<file path="src/rtl/lsu_wb_master.sv">
// Core load/store to Wishbone classic bridge: one single-beat bus cycle per request,
// big-endian byte lanes, sign/zero extension on loads, misalign and timeout errors.
module lsu_wb_master #(
    parameter int unsigned TIMEOUT_CYCLES = 255
) (
    input  logic        CLK,
    input  logic        RST_ASYNC,
    input  logic        CORE_REQ_IN,
    input  logic        CORE_WE_IN,
    input  logic [1:0]  CORE_SIZE_IN,
    input  logic        CORE_SIGNED_IN,
    input  logic [31:0] CORE_ADR_IN,
    input  logic [31:0] CORE_DAT_WR_IN,
    output logic        CORE_STALL_OUT,
    output logic        CORE_DONE_OUT,
    output logic        CORE_ERR_OUT,
    output logic [31:0] CORE_DAT_RD_OUT,
    output logic        WB_CYC_OUT,
    output logic        WB_STB_OUT,
    output logic [31:0] WB_ADR_OUT,
    output logic [3:0]  WB_SEL_OUT,
    output logic        WB_WE_OUT,
    output logic [31:0] WB_DAT_WR_OUT,
    input  logic        WB_ACK_IN,
    input  logic [31:0] WB_DAT_RD_IN
);

    typedef enum logic [1:0] {IDLE, BUS, ERR} state_e;

    localparam bit       TMO_EN   = (TIMEOUT_CYCLES != 0);
    localparam logic [7:0] TMO_LAST = 8'(TIMEOUT_CYCLES - 1);

    state_e      state_q;
    logic        cyc_q, we_q, signed_q, done_q, err_q;
    logic [1:0]  size_q, off_q;
    logic [3:0]  sel_q;
    logic [7:0]  tmo_q;
    logic [31:0] adr_q, wdat_q, rdat_q;

    logic        misalign_d;
    logic [3:0]  sel_d;
    logic [31:0] wdat_d, rd_ext_d;
    logic [7:0]  rd_byte;
    logic [15:0] rd_half;

    always_comb begin
        misalign_d = (CORE_SIZE_IN == 2'b11) ||
                     (CORE_SIZE_IN == 2'b01 && CORE_ADR_IN[0]) ||
                     (CORE_SIZE_IN == 2'b10 && CORE_ADR_IN[1:0] != 2'b00);
        case (CORE_SIZE_IN)
            2'b00: begin
                sel_d  = 4'b1000 >> CORE_ADR_IN[1:0];
                wdat_d = {4{CORE_DAT_WR_IN[7:0]}};
            end
            2'b01: begin
                sel_d  = CORE_ADR_IN[1] ? 4'b0011 : 4'b1100;
                wdat_d = {2{CORE_DAT_WR_IN[15:0]}};
            end
            default: begin
                sel_d  = 4'b1111;
                wdat_d = CORE_DAT_WR_IN;
            end
        endcase
    end

    // Byte offset 0 lives in the most significant lane.
    always_comb begin
        case (off_q)
            2'd0:    rd_byte = WB_DAT_RD_IN[31:24];
            2'd1:    rd_byte = WB_DAT_RD_IN[23:16];
            2'd2:    rd_byte = WB_DAT_RD_IN[15:8];
            default: rd_byte = WB_DAT_RD_IN[7:0];
        endcase
        rd_half = off_q[1] ? WB_DAT_RD_IN[15:0] : WB_DAT_RD_IN[31:16];
        case (size_q)
            2'b00:   rd_ext_d = {{24{signed_q & rd_byte[7]}}, rd_byte};
            2'b01:   rd_ext_d = {{16{signed_q & rd_half[15]}}, rd_half};
            default: rd_ext_d = WB_DAT_RD_IN;
        endcase
    end

    always_ff @(posedge CLK or posedge RST_ASYNC) begin
        if (RST_ASYNC) begin
            state_q  <= IDLE;
            cyc_q    <= 1'b0;
            we_q     <= 1'b0;
            signed_q <= 1'b0;
            size_q   <= 2'b00;
            off_q    <= 2'b00;
            sel_q    <= 4'b0000;
            tmo_q    <= 8'h00;
            adr_q    <= 32'h0;
            wdat_q   <= 32'h0;
            rdat_q   <= 32'h0;
            done_q   <= 1'b0;
            err_q    <= 1'b0;
        end else begin
            done_q <= 1'b0;
            err_q  <= 1'b0;
            case (state_q)
                IDLE: if (CORE_REQ_IN) begin
                    we_q     <= CORE_WE_IN;
                    size_q   <= CORE_SIZE_IN;
                    signed_q <= CORE_SIGNED_IN;
                    off_q    <= CORE_ADR_IN[1:0];
                    adr_q    <= {2'b00, CORE_ADR_IN[31:2]};
                    sel_q    <= sel_d;
                    wdat_q   <= wdat_d;
                    tmo_q    <= 8'h00;
                    if (misalign_d) begin
                        state_q <= ERR;
                    end else begin
                        state_q <= BUS;
                        cyc_q   <= 1'b1;
                    end
                end
                BUS: begin
                    // ACK takes priority over a timeout landing in the same cycle.
                    if (WB_ACK_IN) begin
                        state_q <= IDLE;
                        cyc_q   <= 1'b0;
                        done_q  <= 1'b1;
                        if (!we_q) rdat_q <= rd_ext_d;
                    end else if (TMO_EN && tmo_q == TMO_LAST) begin
                        state_q <= IDLE;
                        cyc_q   <= 1'b0;
                        done_q  <= 1'b1;
                        err_q   <= 1'b1;
                    end else begin
                        tmo_q <= tmo_q + 8'h01;
                    end
                end
                ERR: begin
                    state_q <= IDLE;
                    done_q  <= 1'b1;
                    err_q   <= 1'b1;
                end
                default: state_q <= IDLE;
            endcase
        end
    end

    assign CORE_STALL_OUT  = (state_q != IDLE);
    assign CORE_DONE_OUT   = done_q;
    assign CORE_ERR_OUT    = err_q;
    assign CORE_DAT_RD_OUT = rdat_q;
    assign WB_CYC_OUT      = cyc_q;
    assign WB_STB_OUT      = cyc_q;
    assign WB_ADR_OUT      = adr_q;
    assign WB_SEL_OUT      = sel_q;
    assign WB_WE_OUT       = we_q;
    assign WB_DAT_WR_OUT   = wdat_q;

endmodule

</file>
<file path="config.mk">
export PLATFORM = sky130hd
export DESIGN_NAME = lsu_wb_master
export DESIGN_NICKNAME = d
export VERILOG_FILES = /design/src/rtl/lsu_wb_master.sv
export SDC_FILE = /design/constraint.sdc
export NUM_CORES = 1
export LEC_CHECK = 0
export BUFFER_PORTS_ARGS = -buffer_cell sky130_fd_sc_hd__buf_2
export CORE_MARGIN = 1.5
export CORE_UTILIZATION = 35
export CTS_CLUSTER_SIZE = 14
export DETAILED_ROUTE_END_ITERATION = 7
export HOLD_SLACK_MARGIN = 0.06
export SKIP_CTS_REPAIR_TIMING = 1
export SLEW_MARGIN = 30
export SYNTH_ARGS = -nofsm -noshare
export SYNTH_HDL_FRONTEND = slang
export SYNTH_SLANG_ARGS = --single-unit
</file>
<file path="constraint.sdc">
create_clock -name CLK -period 9.9 [get_ports CLK]
set_clock_uncertainty 0.05 [all_clocks]
set_input_delay 0.99 -clock CLK [delete_from_list [all_inputs] [get_ports CLK]]
set_output_delay 0.99 -clock CLK [all_outputs]
set_load 0.01 [all_outputs]
</file>
### Word-level counts from Yosys, hierarchy flattened

Cells that the tools add are included.

| word-level totals | value |
|---|---|
| bits in registers | 117 |
| word-level logic and storage cells | 73 |
| output and inout port bits | 106 |

| cells by class | value |
|---|---|
| add/subtract/negate cells | 1 |
| reduce and logical (&&, ||, !) cells | 16 |
| multiplexer cells | 25 |
| bitwise logic cells | 3 |
| shift-type cells | 1 |
| equality and inequality tests | 14 |

Operator list:

| operator | number |
|---|---|
| case mux 32 bit (2 select lines) | 2 |
| two-way mux 8 bit | 3 |
| case mux 8 bit (3 select lines) | 1 |
| two-way mux 16 bit | 1 |
| case mux 8 bit (2 select lines) | 1 |
| adder 8 x 1 -> 8 bit, second input constant | 1 |
| == test 2 x 1 -> 1 bit, second input constant | 4 |
| == test 2 bit, second input constant | 4 |
| == test 8 bit, second input constant | 1 |
| zero test 2 bit | 4 |
| two-way mux 2 bit | 4 |
| inequality test 2 bit, second input constant | 4 |
| case mux 4 bit (2 select lines) | 1 |
| AND reduction 4 bit | 2 |
| two-way mux 1 bit | 7 |
| case mux 1 bit (2 select lines) | 3 |
| nonzero test 2 bit | 3 |
| two-way mux 4 bit | 1 |
| case mux 2 bit (2 select lines) | 1 |
| AND reduction 2 bit | 2 |
| right shift 4 x 2 -> 4 bit, first input constant | 1 |
| inequality test 3 bit, second input constant | 1 |
| AND reduction 3 bit | 1 |
| bitwise AND 1 bit | 2 |
| other kinds (3) | 5 |

### Longest topological paths before layout

Gate-level depths: netlist of run 1.

| depth | value |
|---|---|
| depth in word-level cells | 7 |
| gate-level depth with buffers | 8 |
| mapped depth without buffers | 6 |

### Worst setup path after synthesis of run 1

OpenSTA, ideal clock, no wires.

| timing | value |
|---|---|
| kind | input to register |
| start | input WB_DAT_RD_IN[31] |
| end | register rdat_q[17], in the netlist CORE_DAT_RD_OUT[17] |
| setup slack | 7768 ps |
| setup time | 121 ps |
| cell stages on the path | 5 |
| arrival time | 1961 ps |
| path buffers | 1 |
| cells stage by stage | mux2_4 a21o_1 a41oi_4 buf_6 a21oi_2 |

| on the way | value |
|---|---|
| longest elaborated chain between the ends | 3 |

Ends and longest elaborated chain:

| element | RTL line | text |
|---|---|---|
| start: declaration | 25 | `input logic [31:0] WB_DAT_RD_IN` |
| case mux 8 bit (3 select lines) or two-way mux 16 bit (tied branches) | 68, 74 |  |
| bitwise AND 1 bit (on tied branches) | 76, 77 |  |
| case mux 32 bit (2 select lines) * | 75 | `case (size_q)` |
| end signal: assignment | 123 | `if (!we_q) rdat_q <= rd_ext_d;` |
| end: declaration | 38 | `logic [31:0] adr_q, wdat_q, rdat_q;` |

Every way passes the cells marked *; elsewhere a longest branch is shown, timed or not.
A chain may end at the register's enable or synchronous reset.

### Worst setup path in the final report of run 1

| timing | value |
|---|---|
| start | register state_q[1] |
| end | register rdat_q[16], in the netlist CORE_DAT_RD_OUT[16] |

| on the way | value |
|---|---|
| longest elaborated chain between the ends | 2 |

Ends and longest elaborated chain:

| element | RTL line | text |
|---|---|---|
| start: declaration | 33 | `state_e state_q;` |
| start signal: assignment | 84 | `state_q <= IDLE;` |
| start signal: assignment | 111 | `state_q <= ERR;` |
| start signal: assignment | 113 | `state_q <= BUS;` |
| == test 2 x 1 -> 1 bit | 100 | `case (state_q)` |
| AND reduction 3 bit (no line) | n/a |  |

No other way between the ends.

==> results of run 1 <==
[through the flow]
step | hold slack, ps | util | power [mW] | instance area (µm²)
final | 425.0 | 0.4772 | 2.377 | 7282
after global routing | 459.0 | 0.4772 | 2.546 | 7282
after CTS | 431.6 | 0.4772 | 2.406 | 7282
after detailed placement | 418.5 | 0.4359 | 1.743 | 6651
after global placement | 407.5 | 0.4353 | 1.715 | 6643
after floorplan | 445.4 | - | 1.400 | 5493
[cell type report]
cell class | count | area (µm²) | share of cell area
clock inverter | 8 | 118.9 | 0.01632
timing repair buffer | 209 | 1051 | 0.1443
multi-input combinational | 350 | 2365 | 0.3247
sequential | 117 | 2928 | 0.4021
clock buffer | 24 | 511.7 | 0.07027
tap | 211 | 264.0 | 0.03625
inverter | 11 | 43.79 | 0.006014
[metal layers]
layer	GRT usage	part of all wire	up-vias
met5	0	0	-
met4	0.07138	0.015	0
met3	0.06886	0.088	18
met2	0.3042	0.47	184
met1	0.2321	0.42	2197
li1	-	-	2175
[flip-flops by register name, indices dropped and copies added, names as in the netlist]
name             cells
WB_SEL_OUT           4
WB_DAT_WR_OUT       32
state_q              2
size_q               2
WB_WE_OUT            1
WB_CYC_OUT           1
tmo_q                8
CORE_ERR_OUT         1
signed_q             1
CORE_DAT_RD_OUT     32
CORE_DONE_OUT        1
WB_ADR_OUT          30
off_q                2
[cell families after synthesis]
kind of cell / synth area share
DFF: 0.5334
buffers and inverters: 0.03944
and+or+nand+nor: 0.1078
other: 0.0006832
muxes: 0.1573
adders and majority gates: 0.01140
AOI/OAI and AO/OA: 0.1500
[power by group through the flow]
stage | sequential, mW | combinational [mW] | clock [mW]
6_report | 0.861 | 0.866 | 0.651
3_3_place_gp | 0.855 | 0.861 | 0
4_1_cts | 0.864 | 0.878 | 0.664
2_1_floorplan | 0.915 | 0.485 | 0
3_5_place_dp | 0.866 | 0.877 | 0
5_1_grt | 0.895 | 0.964 | 0.687
[layout by cell type (no fill, tap or decap), drive strengths merged, types with 12 or more instances in the layout]
master / Yosys / final
nand2: 75 / 75
a22oi: 12 / 12
nor2: 32 / 32
o21ai: 51 / 51
buf: 17 / 209
a21oi: 39 / 39
mux2i: 27 / 27
mux2: 50 / 50
clkbuf: 17 / 24
dfrtp: 117 / 117
[critical path, delay by kind of cell, from the launching register on]
| family | cells | cell delay, ps |
|---|---|---|
| AOI/OAI and AO/OA | 2 | 860 |
| and+or+nand+nor | 2 | 710 |
| DFF | 1 | 400 |
| adders and majority gates | 1 | 300 |
| buffers and inverters | 1 | 90 |
[path summary, 6_finish.rpt]
path                                         start             endpoint  slack (ps)  cells past startpoint
worst max-delay path                    state_q[1]  CORE_DAT_RD_OUT[16]        7330                      6
worst min-delay path            CORE_DAT_RD_OUT[4]   CORE_DAT_RD_OUT[4]         430                      2
worst max register to register          state_q[1]  CORE_DAT_RD_OUT[16]        7330                      6
worst min register to register  CORE_DAT_RD_OUT[4]   CORE_DAT_RD_OUT[4]         430                      2
max in group asynchronous                RST_ASYNC   CORE_DAT_RD_OUT[9]        7850                      3
min in group asynchronous                RST_ASYNC        WB_ADR_OUT[1]         630                      2
==> out/metrics.yaml, run 1 <==
clocking:
  clock_tree_from_tritoncts: "built"
  cts.path.max_buffers: 2
  cts_root_buf: "sky130_fd_sc_hd__clkbuf_16"
  cts_buffers: 17
  worst_skew_pair.late_latency_ps: 410
  number_of_levels_in_the_clock_h_tree: 4
  clk_pin_slew_ps: 60
  cts_num_sinks: 117
synthesis:
  instance_count_of_the_mapped_netlist: 511
  yosys.cell_types.count: 50
  post_synth_most_frequent_cells: "117 x sky130_fd_sc_hd__dfrtp_1, 75 x sky130_fd_sc_hd__nand2_1, 51 x sky130_fd_sc_hd__o21ai_0"
  synthesis.area_per_instance_um2: 10.74
  netlist_area_um2: 5489
  yosys_most_used_dff: "sky130_fd_sc_hd__dfrtp_1"
  synth_warnings: 0
  synth-edff-count: 0
  post_synthesis_sequential_area_ratio: 0.5334
  synth.most_common_cell: "sky130_fd_sc_hd__dfrtp_1"
  synth_top_area_share: 0.5334
  synth-seq-cells: 117
  yosys-top-cells-area: "sky130_fd_sc_hd__dfrtp_1 53%, sky130_fd_sc_hd__mux2_2 9.8%, sky130_fd_sc_hd__nand2_1 5.1%"
  synth_async_reset_ratio: 1.000
  synth.largest_area_cell: "sky130_fd_sc_hd__dfrtp_1"
critical_path:
  crit_fanout: 23
  type_of_element_launching_the_critical_path: "flop"
  max_stage_delay_ps: 700
  crit_path_end_kind: "flop"
  timing_worst_setup_path_type: "flop to flop"
  slowest_stage: "sky130_fd_sc_hd__a41oi_4"
  crit_chain: "inv_1 -> ha_1 -> nand2_1 -> or2_1 -> a41oi_4 -> a21oi_1"
  worst-endpoint-required_ps: 10120
  crit_arrival_ps: 2790
sta:
  worst_setup_slack_after_layout_ps: 7330
  final.min_clock_period_ps: 2570
  setup_viol_count_final: 0
  slew_headroom: 0.3805
  grt_setup_unrepaired: "no"
  tightest_pin_transition_ps: 929.3
  fin_tns_setup_ps: 0
  slew_violations: 0
  timing.fmax_mhz: 389.1
  period_share: 0.2596
  hold_viol_final: 0
cells_and_area:
  nets_finish: 815
  final.fill_count: 1432
  antenna_cells_inserted: 0
  areaGrowthSynthToFinish_pct: 32.66
  layout.cells.non_filler: 930
  layout-drive-gt1-share: 0.4312
power_and_ir_drop:
  power.sequential.fraction: 0.362
  share_comb_of_total_power: 0.364
  vdd_drop_max_v: 0.0001722
  share_clk_of_total_power: 0.274
  power.density_cell_area_nw_per_um2: 326.4
  power.switching_fraction: 0.3566
  power_leakage_nw: 3.501
  p_sw_mw: 0.8476
  cellInternalPower_mw: 1.529
placement:
  placement_setup_slack_ps: 7087
  portBuffers: 207
  place.gp.congestion: 0.7807
  post-dp-hpwl_mm: 10.56
  placed_cells: 898
hold_path:
  worst_hold_path_type: "flop to flop"
floorplanning:
  die_area_um2: 16440
  floorplan.initialDensity: 0.3597
  fp.dieH_um: 128.2
  floorplan.io_pins: 210
  fp.coreArea_um2: 15260
  fp.dieW_um: 128.2
  std_cell_rows: 45
flow_run:
  timing.max_cap.violations: 0
routing:
  route.detailed.drc: 0
  post_drt_via_cell_ratio: 4.918
  detailedRoute.firstIterationViolations: 192
  route.antenna.remaining_nets: 0
  first_pass_iters: 4
  dr_total_vias: 4574
  routed_wire_per_std_cell_um: 16.03
  totalWireLength_mm: 14.91
global_route:
  grt_usage: 0.1889
  first_global_vias: 4703
  maximum_number_of_pins_on_one_net_before_global_route_repair: 103
  overflow: 0
  antenna_found_initial: 0
  grt_first_pass_wirelength_mm: 23.96
run_status:
  status: "finished clean"
Note: power is estimated with default switching activity, not from simulation.
==> run 2: changes to the inputs <==
- clock period: 9.9 -> 2.55 ns (I/O delays scaled with it)
==> run 2 against run 1 <==
Net effect:
- global-route usage down 0.57 points
- worst hold slack got worse by 350 ps
- core utilization grew 2.3 points
- clock-buffer cell count shrank 4
- setup slack got worse by 6900 ps
- clock power increased to 3.4 times the previous value
- sequential share of layout area shrank 1.9 points
- via count is 3.6% higher
- register-to-register slack lost 6900 ps
- critical endpoint is now CORE_DAT_RD_OUT[31]
==> out/metrics.yaml, run 2 (synthesis gave the netlist of run 1 again) <==
routing:
  route.detailed.drc: 0  # unchanged
  route.antenna.remaining_nets: 0  # unchanged
  first_pass_iters: 5  # +1
  dr_total_vias: 4740  # +3.6%
  routedLengthMet1_mm: 6.391  # +1.4%
  detailedRoute.firstIterationViolations: 219  # +14%
  wl_met3_mm: 1.241  # -5.2%
  post_drt_via_cell_ratio: 4.867  # -1.1%
  met2RoutedLength_mm: 7.416  # +4.8%
  routed_wire_per_std_cell_um: 15.83  # -1.3%
  dr.max_layer_used: "met4"
  totalWireLength_mm: 15.42  # +3.4%
power_and_ir_drop:
  power_leakage_nw: 3.639  # +3.9%
  power.density_cell_area_nw_per_um2: 1185  # +260%
  vdd_drop_max_v: 0.0005968  # +250%
sta:
  final.min_clock_period_ps: 2101  # -468.8 ps
  setup_viol_count_final: 0  # unchanged
  slew_headroom: 0.5417  # +0.1613
  tightest_pin_transition_ps: 686.0  # -243.3 ps
  grt_setup_unrepaired: "no"
  hold_viol_final: 0  # unchanged
  fin_tns_setup_ps: 0  # unchanged
  timing.fmax_mhz: 476.0  # +22%
  slew_violations: 0  # unchanged
  period_share: 0.8239  # +0.5643
clocking:
  cts.path.max_buffers: 2  # unchanged
  number_of_levels_in_the_clock_h_tree: 4  # unchanged
  cts_root_buf: "sky130_fd_sc_hd__clkbuf_16"
  clk_pin_slew_ps: 60  # about the same
  worst_skew_pair.late_latency_ps: 410  # about the same
  cts_num_sinks: 117  # unchanged
  cts_buffers: 17  # unchanged
  clock_tree_from_tritoncts: "built"
cells_and_area:
  layout.cells.most_common: "sky130_fd_sc_hd__buf_2"
  layout-drive-gt1-share: 0.4168  # -0.01438
  final_util: 0.5006  # +0.02337
  most_frequent_cells_in_the_layout: "207 x sky130_fd_sc_hd__buf_2, 117 x sky130_fd_sc_hd__dfrtp_1, 74 x sky130_fd_sc_hd__nand2_1"
  antenna_cells_inserted: 0  # unchanged
  areaGrowthSynthToFinish_pct: 39.16
  final.fill_count: 1407  # -1.7%
  nets_finish: 859  # +5.4%
floorplanning:
  die_area_um2: 16440  # unchanged
  fp.coreArea_um2: 15260  # unchanged
  fp.dieH_um: 128.2  # unchanged
  std_cell_rows: 45  # unchanged
  floorplan.initialDensity: 0.3597  # unchanged
  floorplan.io_pins: 210  # unchanged
  fp.dieW_um: 128.2  # unchanged
hold_path:
  worst_hold_path_type: "input pin to flop"
  hp-start: "WB_DAT_RD_IN[29]"
  hold-path-cell-count: 3  # +1
  holdPathEnd: "CORE_DAT_RD_OUT[29]"
global_route:
  first_global_vias: 4605  # -2.1%
  grt_first_pass_wirelength_mm: 23.23  # -3.0%
  maximum_number_of_pins_on_one_net_before_global_route_repair: 75  # -27%
  antenna_found_initial: 0  # unchanged
  overflow: 0  # unchanged
  grt_usage: 0.1832  # -0.005703
critical_path:
  ff2ff_path_depth: 6  # unchanged
  worst_path_dominant_cell_family: "compound AO/OA/AOI/OAI gates"
  crit_chain: "inv_1 -> ha_1 -> nand2_1 -> or2_1 -> a41oi_4 -> a21oi_1"
  slowest_stage: "sky130_fd_sc_hd__a41oi_4"
  reg2reg_slack_ps: 450  # -6880 ps
  destination_of_the_worst_register_to_register_timing_path: "CORE_DAT_RD_OUT[31]"
  type_of_element_launching_the_critical_path: "flop"
  timing_worst_setup_path_type: "flop to flop"
  crit_arrival_ps: 2310  # -480 ps
  crit_path_end_kind: "flop"
  crit-reg2reg-launch: "state_q[1]"
  worst-endpoint-required_ps: 2760  # -7360 ps
  max_stage_delay_ps: 570  # -130 ps
  crit_fanout: 16  # -30%
  path_buf_inv: 1  # unchanged
placement:
  portBuffers: 207  # unchanged
  post-dp-hpwl_mm: 10.89  # +3.1%
  place.gp.congestion: 0.8439  # +8.1%
flow_run:
  timing.max_cap.violations: 0  # unchanged
run_status:
  status: "finished clean"
[run 2: changes by cell type in the layout (fill, tap and decap cells not counted)]
cell | previous run | this run
sky130_fd_sc_hd__buf_12 | 0 | 2
sky130_fd_sc_hd__buf_4 | 2 | 9
sky130_fd_sc_hd__bufinv_16 | 3 | 1
sky130_fd_sc_hd__clkbuf_1 | 1 | 2
sky130_fd_sc_hd__clkbuf_8 | 6 | 1
sky130_fd_sc_hd__clkinvlp_4 | 0 | 6
sky130_fd_sc_hd__dlygate4sd3_1 | 0 | 35
sky130_fd_sc_hd__inv_4 | 1 | 0
sky130_fd_sc_hd__inv_6 | 0 | 1
sky130_fd_sc_hd__nand2_4 | 0 | 1
sky130_fd_sc_hd__nand2_8 | 1 | 0
[run 2: layout make-up]
type | count | area, µm² | area share
clock inverters | 12 | 105.1 | 0.01376
multi-input cells | 350 | 2356 | 0.3084
flip-flops and latches | 117 | 2928 | 0.3833
repair buffers | 253 | 1494 | 0.1956
clock buffers | 20 | 446.7 | 0.05848
inverters | 11 | 45.04 | 0.005897
well taps | 211 | 264.0 | 0.03456
[run 2: per-stage QoR]
| step | std cells | hold WS (ps) | power (mW) | worst slack, ps | instance area [µm²] |
|---|---|---|---|---|---|
| floorplan | 512 | 342.6 | 5.436 | 751.9 | 5497 |
| global placement | 907 | 336.2 | 6.738 | 504.1 | 6736 |
| detailed placement | 907 | 339.8 | 6.841 | 426.9 | 6736 |
| CTS | 939 | -105.0 | 9.094 | 422.4 | 7288 |
| global route | 974 | 69.38 | 9.676 | 239.7 | 7639 |
| finish | 974 | 73.24 | 9.051 | 449.0 | 7639 |
[run 2: how the worst max path moves through the flow]
stage	end	slack, ps	depth (start not counted)	start
after floorplan	CORE_DAT_RD_OUT[17]	750	8	state_q[1]
after global placement	CORE_DAT_RD_OUT[16]	500	6	state_q[1]
after detailed placement	CORE_DAT_RD_OUT[31]	430	6	state_q[1]
after CTS	CORE_DAT_RD_OUT[31]	420	6	state_q[1]
after global routing	CORE_DAT_RD_OUT[28]	240	6	state_q[1]
final	CORE_DAT_RD_OUT[31]	450	6	state_q[1]
[run 2: report_power, final]
group	switching [mW]	internal [mW]	leakage [nW]
Combinational	1.96	1.64	1.97
Clock	0.858	1.36	0.258
Sequential	0.521	2.72	1.41
[run 2: routing by layer]
metal	GRT usage	up-vias
met1	0.2207	2251
met4	0.08989	0
met2	0.2891	197
li1	-	2265
met3	0.06845	27
met5	0	-
[run 2: tightest hold or removal path: stages]
cell                      delay, ps
sky130_fd_sc_hd__buf_2          120
sky130_fd_sc_hd__nand2_1         60
sky130_fd_sc_hd__a21oi_1         60
